<file path="config.mk">
export PLATFORM = sky130hd
export DESIGN_NAME = mesh_link_fifo_flat
export DESIGN_NICKNAME = d
export VERILOG_FILES = /design/src/rtl/mesh_link_fifo_if.sv /design/src/rtl/mesh_link_fifo.sv /design/src/flat_wrapper.sv
export SDC_FILE = /design/constraint.sdc
export NUM_CORES = 1
export LEC_CHECK = 0
export BUFFER_PORTS_ARGS = -buffer_cell sky130_fd_sc_hd__buf_2
export CAP_MARGIN = 20
export CORE_UTILIZATION = 25
export CTS_BUF_LIST = sky130_fd_sc_hd__clkbuf_4 sky130_fd_sc_hd__clkbuf_8
export DETAILED_ROUTE_END_ITERATION = 8
export GPL_ROUTABILITY_DRIVEN = 0
export PLACE_DENSITY = 0.42
export SKIP_LAST_GASP = 1
export SYNTH_ARGS = -nofsm -noshare
export SYNTH_HDL_FRONTEND = slang
export SYNTH_SLANG_ARGS = --single-unit
</file>
<file path="constraint.sdc">
create_clock -name HCLK -period 2.88 [get_ports HCLK]
set_clock_uncertainty 0.2 [all_clocks]
set_input_delay 0.288 -clock HCLK [delete_from_list [all_inputs] [get_ports HCLK]]
set_output_delay 0.288 -clock HCLK [all_outputs]
set_load 0.01 [all_outputs]
</file>
<file path="src/rtl/mesh_link_fifo_if.sv">
// Handshake bundle for mesh_link_fifo.
// The slave modport is the link stage's own view: it takes the upstream
// word stream (In_Req/In_Data) and the downstream acknowledge (Out_Ack),
// and drives In_Ack, the downstream word stream and the status outputs.
// The master modport is the surrounding tiles' view (directions mirrored).
//   In_Req/In_Data/In_Ack          upstream 4-phase word stream
//   Out_Req/Out_Data/Out_Ack       downstream 4-phase word stream
//   Out_Last                       Out_Data closes its packet
//   Fill                           FIFO occupancy
//   Pkt_Count                      packets delivered, wraps
interface mesh_link_fifo_if #(
    parameter int DEPTH = 4,
    parameter int CNT_W = 8
);
    localparam int FILL_W = $clog2(DEPTH) + 1;

    logic              In_Req;
    logic [31:0]       In_Data;
    logic              In_Ack;
    logic              Out_Req;
    logic [31:0]       Out_Data;
    logic              Out_Ack;
    logic              Out_Last;
    logic [FILL_W-1:0] Fill;
    logic [CNT_W-1:0]  Pkt_Count;

    modport slave (
        input  In_Req, In_Data, Out_Ack,
        output In_Ack, Out_Req, Out_Data, Out_Last, Fill, Pkt_Count
    );

    modport master (
        output In_Req, In_Data, Out_Ack,
        input  In_Ack, Out_Req, Out_Data, Out_Last, Fill, Pkt_Count
    );
endinterface

</file>
<file path="src/rtl/mesh_link_fifo.sv">
// Mesh link stage between two tiles. Accepts 4-phase words from the sending
// tile, buffers them in a DEPTH-entry FIFO tagged with a packet-last flag
// derived from header framing, and replays them as 4-phase words to the
// receiving tile, counting completed packets.
// Ports:
//   HCLK    clock, rising edge
//   HRESET  synchronous reset, active-high
//   lnk     mesh_link_fifo_if.slave (In_*, Out_*, Fill, Pkt_Count)
// All outputs are registered, so there is no combinational path between
// the upstream and downstream sides.
module mesh_link_fifo #(
    parameter int DEPTH = 4,
    parameter int CNT_W = 8
) (
    input  logic           HCLK,
    input  logic           HRESET,
    mesh_link_fifo_if.slave lnk
);
    localparam int AW = $clog2(DEPTH);
    localparam int FW = AW + 1;

    typedef enum logic       {IN_IDLE, IN_ACK} in_st_t;
    typedef enum logic [1:0] {OUT_IDLE, OUT_REQ, OUT_REL} out_st_t;

    in_st_t           in_st;
    out_st_t          out_st;
    logic [32:0]      mem [DEPTH];     // {last, word}
    logic [AW-1:0]    wr_ptr, rd_ptr;
    logic [FW-1:0]    fill;
    logic             expect_hdr;
    logic [8:0]       words_left;
    logic             in_ack, out_req, out_last;
    logic [31:0]      out_data;
    logic [CNT_W-1:0] pkt_count;

    logic       full, push, pop, push_last;
    logic [8:0] hdr_words;

    // Full is judged on the registered occupancy: a pop in the same cycle
    // does not open a slot until the next cycle.
    assign full      = (fill == FW'(DEPTH));
    assign push      = (in_st == IN_IDLE) && lnk.In_Req && !full;
    assign pop       = (out_st == OUT_REQ) && lnk.Out_Ack;
    assign hdr_words = ({1'b0, lnk.In_Data[15:8]} + 9'd3) >> 2;
    assign push_last = expect_hdr ? (hdr_words == 9'd0) : (words_left == 9'd1);

    // Storage carries no reset; entries are only read when counted in fill.
    always_ff @(posedge HCLK) begin
        if (push) mem[wr_ptr] <= {push_last, lnk.In_Data};
    end

    always_ff @(posedge HCLK) begin
        if (HRESET) begin
            in_st      <= IN_IDLE;
            in_ack     <= 1'b0;
            wr_ptr     <= '0;
            expect_hdr <= 1'b1;
            words_left <= '0;
        end else begin
            case (in_st)
                IN_IDLE: if (push) begin
                    in_ack <= 1'b1;
                    in_st  <= IN_ACK;
                    wr_ptr <= wr_ptr + 1'b1;
                    words_left <= expect_hdr ? hdr_words : words_left - 9'd1;
                    expect_hdr <= push_last;
                end
                IN_ACK: if (!lnk.In_Req) begin
                    in_ack <= 1'b0;
                    in_st  <= IN_IDLE;
                end
                default: in_st <= IN_IDLE;
            endcase
        end
    end

    always_ff @(posedge HCLK) begin
        if (HRESET) begin
            out_st    <= OUT_IDLE;
            out_req   <= 1'b0;
            out_data  <= '0;
            out_last  <= 1'b0;
            rd_ptr    <= '0;
            pkt_count <= '0;
        end else begin
            case (out_st)
                OUT_IDLE: if (fill != '0 && !lnk.Out_Ack) begin
                    out_data <= mem[rd_ptr][31:0];
                    out_last <= mem[rd_ptr][32];
                    out_req  <= 1'b1;
                    out_st   <= OUT_REQ;
                end
                OUT_REQ: if (lnk.Out_Ack) begin
                    out_req   <= 1'b0;
                    rd_ptr    <= rd_ptr + 1'b1;
                    pkt_count <= pkt_count + CNT_W'(out_last);
                    out_st    <= OUT_REL;
                end
                OUT_REL: if (!lnk.Out_Ack) out_st <= OUT_IDLE;
                default: out_st <= OUT_IDLE;
            endcase
        end
    end

    always_ff @(posedge HCLK) begin
        if (HRESET) fill <= '0;
        else if (push && !pop) fill <= fill + 1'b1;
        else if (pop && !push) fill <= fill - 1'b1;
    end

    assign lnk.In_Ack    = in_ack;
    assign lnk.Out_Req   = out_req;
    assign lnk.Out_Data  = out_data;
    assign lnk.Out_Last  = out_last;
    assign lnk.Fill      = fill;
    assign lnk.Pkt_Count = pkt_count;
endmodule

</file>
<file path="src/flat_wrapper.sv">
// flat-port wrapper written by rule: the top's interface ports become plain ports
module mesh_link_fifo_flat 
#(
    parameter int DEPTH = 4,
    parameter int CNT_W = 8
)
  (HCLK, HRESET, lnk_In_Req, lnk_In_Data, lnk_Out_Ack, lnk_In_Ack, lnk_Out_Req, lnk_Out_Data, lnk_Out_Last, lnk_Fill, lnk_Pkt_Count);
  mesh_link_fifo_if #(.DEPTH(DEPTH), .CNT_W(CNT_W)) lnk_i ();
  input  logic HCLK;
  input  logic HRESET;
  input wire logic [$bits(lnk_i.In_Req)-1:0] lnk_In_Req;
  input wire logic [$bits(lnk_i.In_Data)-1:0] lnk_In_Data;
  input wire logic [$bits(lnk_i.Out_Ack)-1:0] lnk_Out_Ack;
  output wire logic [$bits(lnk_i.In_Ack)-1:0] lnk_In_Ack;
  output wire logic [$bits(lnk_i.Out_Req)-1:0] lnk_Out_Req;
  output wire logic [$bits(lnk_i.Out_Data)-1:0] lnk_Out_Data;
  output wire logic [$bits(lnk_i.Out_Last)-1:0] lnk_Out_Last;
  output wire logic [$bits(lnk_i.Fill)-1:0] lnk_Fill;
  output wire logic [$bits(lnk_i.Pkt_Count)-1:0] lnk_Pkt_Count;
  assign lnk_i.In_Req = lnk_In_Req;
  assign lnk_i.In_Data = lnk_In_Data;
  assign lnk_i.Out_Ack = lnk_Out_Ack;
  assign lnk_In_Ack = lnk_i.In_Ack;
  assign lnk_Out_Req = lnk_i.Out_Req;
  assign lnk_Out_Data = lnk_i.Out_Data;
  assign lnk_Out_Last = lnk_i.Out_Last;
  assign lnk_Fill = lnk_i.Fill;
  assign lnk_Pkt_Count = lnk_i.Pkt_Count;
  mesh_link_fifo #(.DEPTH(DEPTH), .CNT_W(CNT_W)) u_core (.HCLK(HCLK), .HRESET(HRESET), .lnk(lnk_i));
endmodule
</file>
Yosys cells after proc, flatten, opt, wreduce, memory -nomap -nowiden:

Memories as Yosys holds them, arrays and structs flattened. A register that Yosys moved wholly into a read port is not among the register bits.
Index checks and enable logic that the tools add are counted.

* reduce and logical (&&, ||, !) cells: 21
* bitwise operators: 1
* add/sub/neg operators: 7
* equality and inequality tests: 9
* muxes and demuxes: 18

Operators with widths (count)
* $add 8x2->9 const B: 1
* $eq 9x1->1 const B: 1
* $logic_not 9->1: 1
* $mux 9: 1
* $sub 9x1->9 const B: 1
* $add 8x1->8: 1
* $mux 1: 8
* $reduce_and 2->1: 4
* $logic_and 1x1->1: 6
* $mux 2: 3
* $mux 3: 2
* $ne 2x2->1 const B: 3
* $pmux 1 s2: 3
* $pmux 2 s3: 1
* $reduce_and 3->1: 2
* $add 2x1->2 const B: 2
* $logic_not 1->1: 4
* $ne 2x1->1 const B: 2
* $reduce_bool 2->1: 2
* $add 3x1->3 const B: 1
* $eq 3x3->1 const B: 1
* $reduce_bool 3->1: 1
* $sub 3x1->3 const B: 1
* $eq 2x1->1 const B: 1
* 3 further kinds: 3

* logic and storage cells: 67
* register bits after elaboration: 30
* bits in writable memories: 132
* memories: 1

Memory list
* u_core.mem: words 4, width 33, read ports 1, clocked after memory_dff 1, wr ports 1, line mesh_link_fifo.sv:27 `logic [32:0] mem [DEPTH];`

Depth between registers and ports, before layout:

* word-level depth: 7
* depth in mapped cells: 11
* gate-level depth less buffers: 9

Worst setup path before layout:

No wires, ideal clock.

* kind: register to register
* start: register u_core.fill[0] (netlist: u_core.lnk.Fill[0])
* end: memory u_core.mem[0][0] (enable)
* arrival time: 2.068 ns
* setup slack: 0.219 ns
* cell stages (with the launch flop): 7
* library setup time: 0.393 ns
* required time: 2.287 ns
* cell sequence: dfxtp_1 -> nor3b_1 -> or2_1 -> buf_2 -> inv_1 -> buf_2 -> and2_1

* word-level cells in the longest chain between the ends: 5

Ends and longest elaborated chain
* start: declaration: line mesh_link_fifo.sv:29 `logic [FW-1:0] fill;`
* start signal: assignment: line mesh_link_fifo.sv:107 `else if (push && !pop) fill <= fill + 1'b1;`
* start signal: assignment: line mesh_link_fifo.sv:108 `else if (pop && !push) fill <= fill - 1'b1;`
* $eq 3x3->1: line mesh_link_fifo.sv:41 `assign full = (fill == FW'(DEPTH));`
* $logic_not 1->1: line mesh_link_fifo.sv:42 `assign push = (in_st == IN_IDLE) && lnk.In_Req && !full;`
* $logic_and 1x1->1: line mesh_link_fifo.sv:42
* $mux 1: line mesh_link_fifo.sv:49 `if (push) mem[wr_ptr] <= {push_last, lnk.In_Data};`
* $mux 1 (not written as such): line mesh_link_fifo.sv:49
* end: declaration: line mesh_link_fifo.sv:27

No other way between the ends.

Worst setup path in the final report:

* start: input lnk_Out_Ack
* end: register u_core.fill[2] (netlist: u_core.lnk.Fill[2])

* word-level cells in the longest chain between the ends: 4
* elaborated cells on any way between the ends: 6

Ends and longest elaborated chain
* start: declaration: line flat_wrapper.sv:13 `input wire logic [$bits(lnk_i.Out_Ack)-1:0] lnk_Out_Ack;`
* $logic_and 1x1->1 (*): line mesh_link_fifo.sv:43 `assign pop = (out_st == OUT_REQ) && lnk.Out_Ack;`
* $logic_not 1->1: line mesh_link_fifo.sv:107
* $logic_and 1x1->1: line mesh_link_fifo.sv:107
* $mux 3 or $reduce_bool 2->1 (tied branches)

Mark *: on every way between the ends. The rest lies on a longest branch, timed or not.
A chain may end at the register's enable or synchronous reset.

==> results summary <==
The run finished with clean final reports. The register-to-register path setup slack is 0.39 ns. The initial core utilization is 0.2537. The final hold violation count was 0.

The critical path is of the in -> reg type. The sum of net half-perimeters after detailed placement came out at roughly 11000 um. Dividing the detail-routed wire length by the instance count gives about 16 um. The leakage power total came out at approximately 0.0032 uW. The wire length of the first global-routing pass is 26590 um. The clock net sink count is 195.

The number of gates given a new drive strength after cts came out at 0. The critical path's top delay family is buffers and inverters. The power dissipated by switching net loads is between 2000 and 2500 uW. The floorplan step set the die height to 175.4 um.

The count of unresolved DRC violations after routing is 0. The share of post-route cells with drive strength above 1 is 0.2628. The highest metal layer carrying signal wires in the routed design is met4. The count of different cell masters after synthesis is 47. The overall routing resource usage is 0.1144. The clock tree synthesis step divided the H-tree into 4 levels. The finished layout holds 1038 standard cells, fillers aside. The largest net degree at the start of global routing is 34. The via count of the first global-routing pass was 4754. Once the clock tree was built, the setup fixing pass inserted 0 buffers.

The clock period could shrink to 2.527 ns. The wire length on met2 is 8278 um. In this run the worst path has a maximum fanout of 8. The worst hold path belongs to the class in -> reg. In this run the standard cell core region covers 29640 um^2.

The clock-pin slew of the registers on the worst-case setup and hold paths is 0.12 ns. After detailed routing, the met3 layer carries 786 um of wire. The worst voltage drop across the vdd grid came out at 0.0004083 V. Relative to the synthesized area, the layout overhead comes to 23.04%.

The count of buffer and inverter cells on the critical path came out at 4. The count of maximum capacitance violations came out at 0. Summing every instance area after synthesis gives 7520 um^2. The slew at the pin closest to its max-slew limit is 0.8295 ns. The kind of launch point of the worst setup path is an input pin.

The share of flip-flops with an asynchronous set or reset after synthesis came out at 0. Hold repair after CTS inserted 34 buffers. The most used flip-flop cell after synthesis is sky130_fd_sc_hd__edfxtp_1.

The max-slew violation count came out at 0. The synthesized design contains 132 enable-type register cells. Among all stages on the critical path, the largest delay is contributed by sky130_fd_sc_hd__dlygate4sd3_1. The power density over the cells is 746.8 nW/um^2. The cell count after synthesis came out at 515.

The count of buffers added on input and output ports is 81. The Yosys step of the flow raised 0 warnings. TritonCTS built the clock tree.

The first detailed-routing pass took 4 iterations. The setup TNS after final layout is 0 ns. The worst relative slew slack came out at 0.4462.

The sum of routed wire segments on met1 came out at 7516 um. The number of fill cells came out at 3022. After detailed routing, the number of vias per cell comes to 4.365.

In this run the deepest clock path goes through 2 buffers. In this run the clock root is driven by a sky130_fd_sc_hd__clkbuf_8. The share of synthesized area occupied by flip-flops and latches is 0.6948. Based on the critical path, the design can be clocked at up to 0.3957 GHz. Setup repair after global routing left no endpoint under its margin. The post-route antenna net violation count came out at 0. The number of DRC markers after the initial detailed-route iteration came out at ~270. The logic gate share of total power came out at 0.211. The number of placement rows is 63. The x dimension of the die came out at 175.4 um. The total number of vias is around 4.5k.

The category of the worst setup path capture point is a flip-flop. The clock network fraction of total power came out at 0.276. The largest stage delay on the critical path is 0.54 ns. In this run the cell area measured after placement is 8464 um^2. The worst path setup slack after routing is 0.3531 ns. The number of placed instances, taps included came out at 971.

For this run the aggregate overflow at the end of global routing stands at 0. The critical path goes through dlygate4sd3_1 > buf_2 > and3b_1 > inv_2 > ha_1 > inv_1 > fa_1 > xor2_1 > or3_1 > a21oi_1. Timing analysis after detailed placement gives a worst setup slack of 0.4038 ns. The die covers 30780 um^2. The post-route clock period utilization came out at 0.8774.

The data required time at the worst endpoint came out at 3.07 ns. The count of endpoints failing setup in the final report came out at 0. The insertion delay to the later sink of the worst-skew pair is 0.46 ns. The count of state elements after synthesis came out at 195. The post-route core utilization is 0.3122. The post-layout net count is 680.

The number of buffers added by the clock tree synthesis step is 17. The endpoint arrival time on the critical path came out at 2.71 ns. The final wirelength came out at ~17000 um.

Of the total power, the share spent switching nets is 0.3250. The I/O pin count is 82. Of the total power, registers draw 0.514.

The cell-internal power came out at 4664 uW. The area of all placed cells without fillers came out at a little over 9000 um^2. The initial antenna violation count is 1. The number of nets in the synthesized netlist is 561. In this run the mean area of a mapped cell was 14.60 um^2.
## flip-flops by register name, indices dropped and copies added, names as in the netlist
register,cells
u_core.lnk.Out_Last,1
u_core.mem,132
u_core.wr_ptr,2
u_core.out_st,2
u_core.lnk.Out_Req,1
u_core.lnk.Fill,3
u_core.expect_hdr,1
u_core.lnk.In_Ack,1
u_core.in_st,1
u_core.rd_ptr,2
u_core.lnk.Pkt_Count,8
u_core.words_left,9
u_core.lnk.Out_Data,32
## worst paths after layout
| check | cells after the start | startpoint | to |
|---|---|---|---|
| setup / recovery | 10 | lnk_Out_Ack | u_core.lnk.Fill[2] |
| setup reg to reg | 8 | u_core.out_st[1] | u_core.lnk.Fill[2] |
| hold / removal | 2 | HRESET | u_core.lnk.Pkt_Count[6] |
| hold reg to reg | 2 | u_core.lnk.Out_Data[21] | u_core.lnk.Out_Data[21] |
## synth_stat cells, drive strengths merged, types with 2 or more instances
library cell,n,area share
o21ai,11,0.0073
or4,3,0.0030
dfxtp,63,0.17
nand4,5,0.0042
nor4,5,0.0050
and3,2,0.0017
clkbuf,13,0.0065
or3,5,0.0042
xor2,8,0.0093
inv,12,0.0060
edfxtp,132,0.53
and2,4,0.0033
nor2,18,0.0090
mux4,33,0.099
o211ai,3,0.0030
ha,9,0.015
nor3,8,0.0053
a31oi,5,0.0042
nand2,81,0.040
a2111oi,2,0.0023
nand3,4,0.0027
buf,16,0.011
xnor2,7,0.0082
nand4b,2,0.0023
a21oi,46,0.031
## power groups by stage
stage,Sequential (uW),Combinational (uW),Clock (uW)
floorplan,3630,852,0
global placement,3590,1440,0
detailed placement,3620,1460,0
CTS,3550,1500,1990
global route,3590,1630,2090
finish,3550,1460,1900
## placed cells by master (no fill, tap or decap), types with 9 or more instances in the layout
| master | n |
|---|---|
| sky130_fd_sc_hd__buf_4 | 9 |
| sky130_fd_sc_hd__ha_1 | 9 |
| sky130_fd_sc_hd__dfxtp_1 | 61 |
| sky130_fd_sc_hd__mux4_2 | 33 |
| sky130_fd_sc_hd__inv_1 | 11 |
| sky130_fd_sc_hd__nor2_1 | 18 |
| sky130_fd_sc_hd__buf_2 | 81 |
| sky130_fd_sc_hd__dlygate4sd3_1 | 34 |
| sky130_fd_sc_hd__clkbuf_8 | 17 |
| sky130_fd_sc_hd__a21oi_1 | 46 |
| sky130_fd_sc_hd__nand2_1 | 81 |
| sky130_fd_sc_hd__edfxtp_1 | 132 |
| sky130_fd_sc_hd__o21ai_0 | 11 |
## area by class of cell
class	count	area, um^2	share of cell area
antenna	1	2.502	0.0002705
clock inverter	15	211.5	0.02285
multi-input combinational	279	2131	0.2303
tap	390	488.0	0.05274
inverter	12	45.04	0.004868
clock buffer	17	234.0	0.02529
sequential	195	5228	0.5650
timing repair buffer	129	913.4	0.09872
## per-stage QoR
step | total power [uW] | hold slack (ns)
6_report | 6910 | 0.03696
5_1_grt | 7315 | 0.01745
4_1_cts | 7040 | 0.007160
3_5_place_dp | 5076 | 0.2470
3_3_place_gp | 5033 | 0.2439
2_1_floorplan | 4478 | 0.1795
## cell families (layout without fill, tap and decap cells)
group                      count (synthesis)  count (layout)  synth area share
other                                      0               1                 0
adders and majority gates                 10              10           0.01764
muxes                                     34              34            0.1002
AOI/OAI and AO/OA                         75              75           0.05691
xor gates and xnor gates                  15              15           0.01747
and+or+nand+nor                          145             145           0.08935
buffers and inverters                     41             173           0.02363
DFF                                      195             195            0.6948
## metal layers
| metal | global-route usage | vias up |
|---|---|---|
| met5 | 0 | - |
| met4 | 0.03116 | 0 |
| met3 | 0.02749 | 11 |
| met2 | 0.1969 | 93 |
| met1 | 0.1427 | 2264 |
| li1 | - | 2163 |
(Power assumes the default switching activity.)
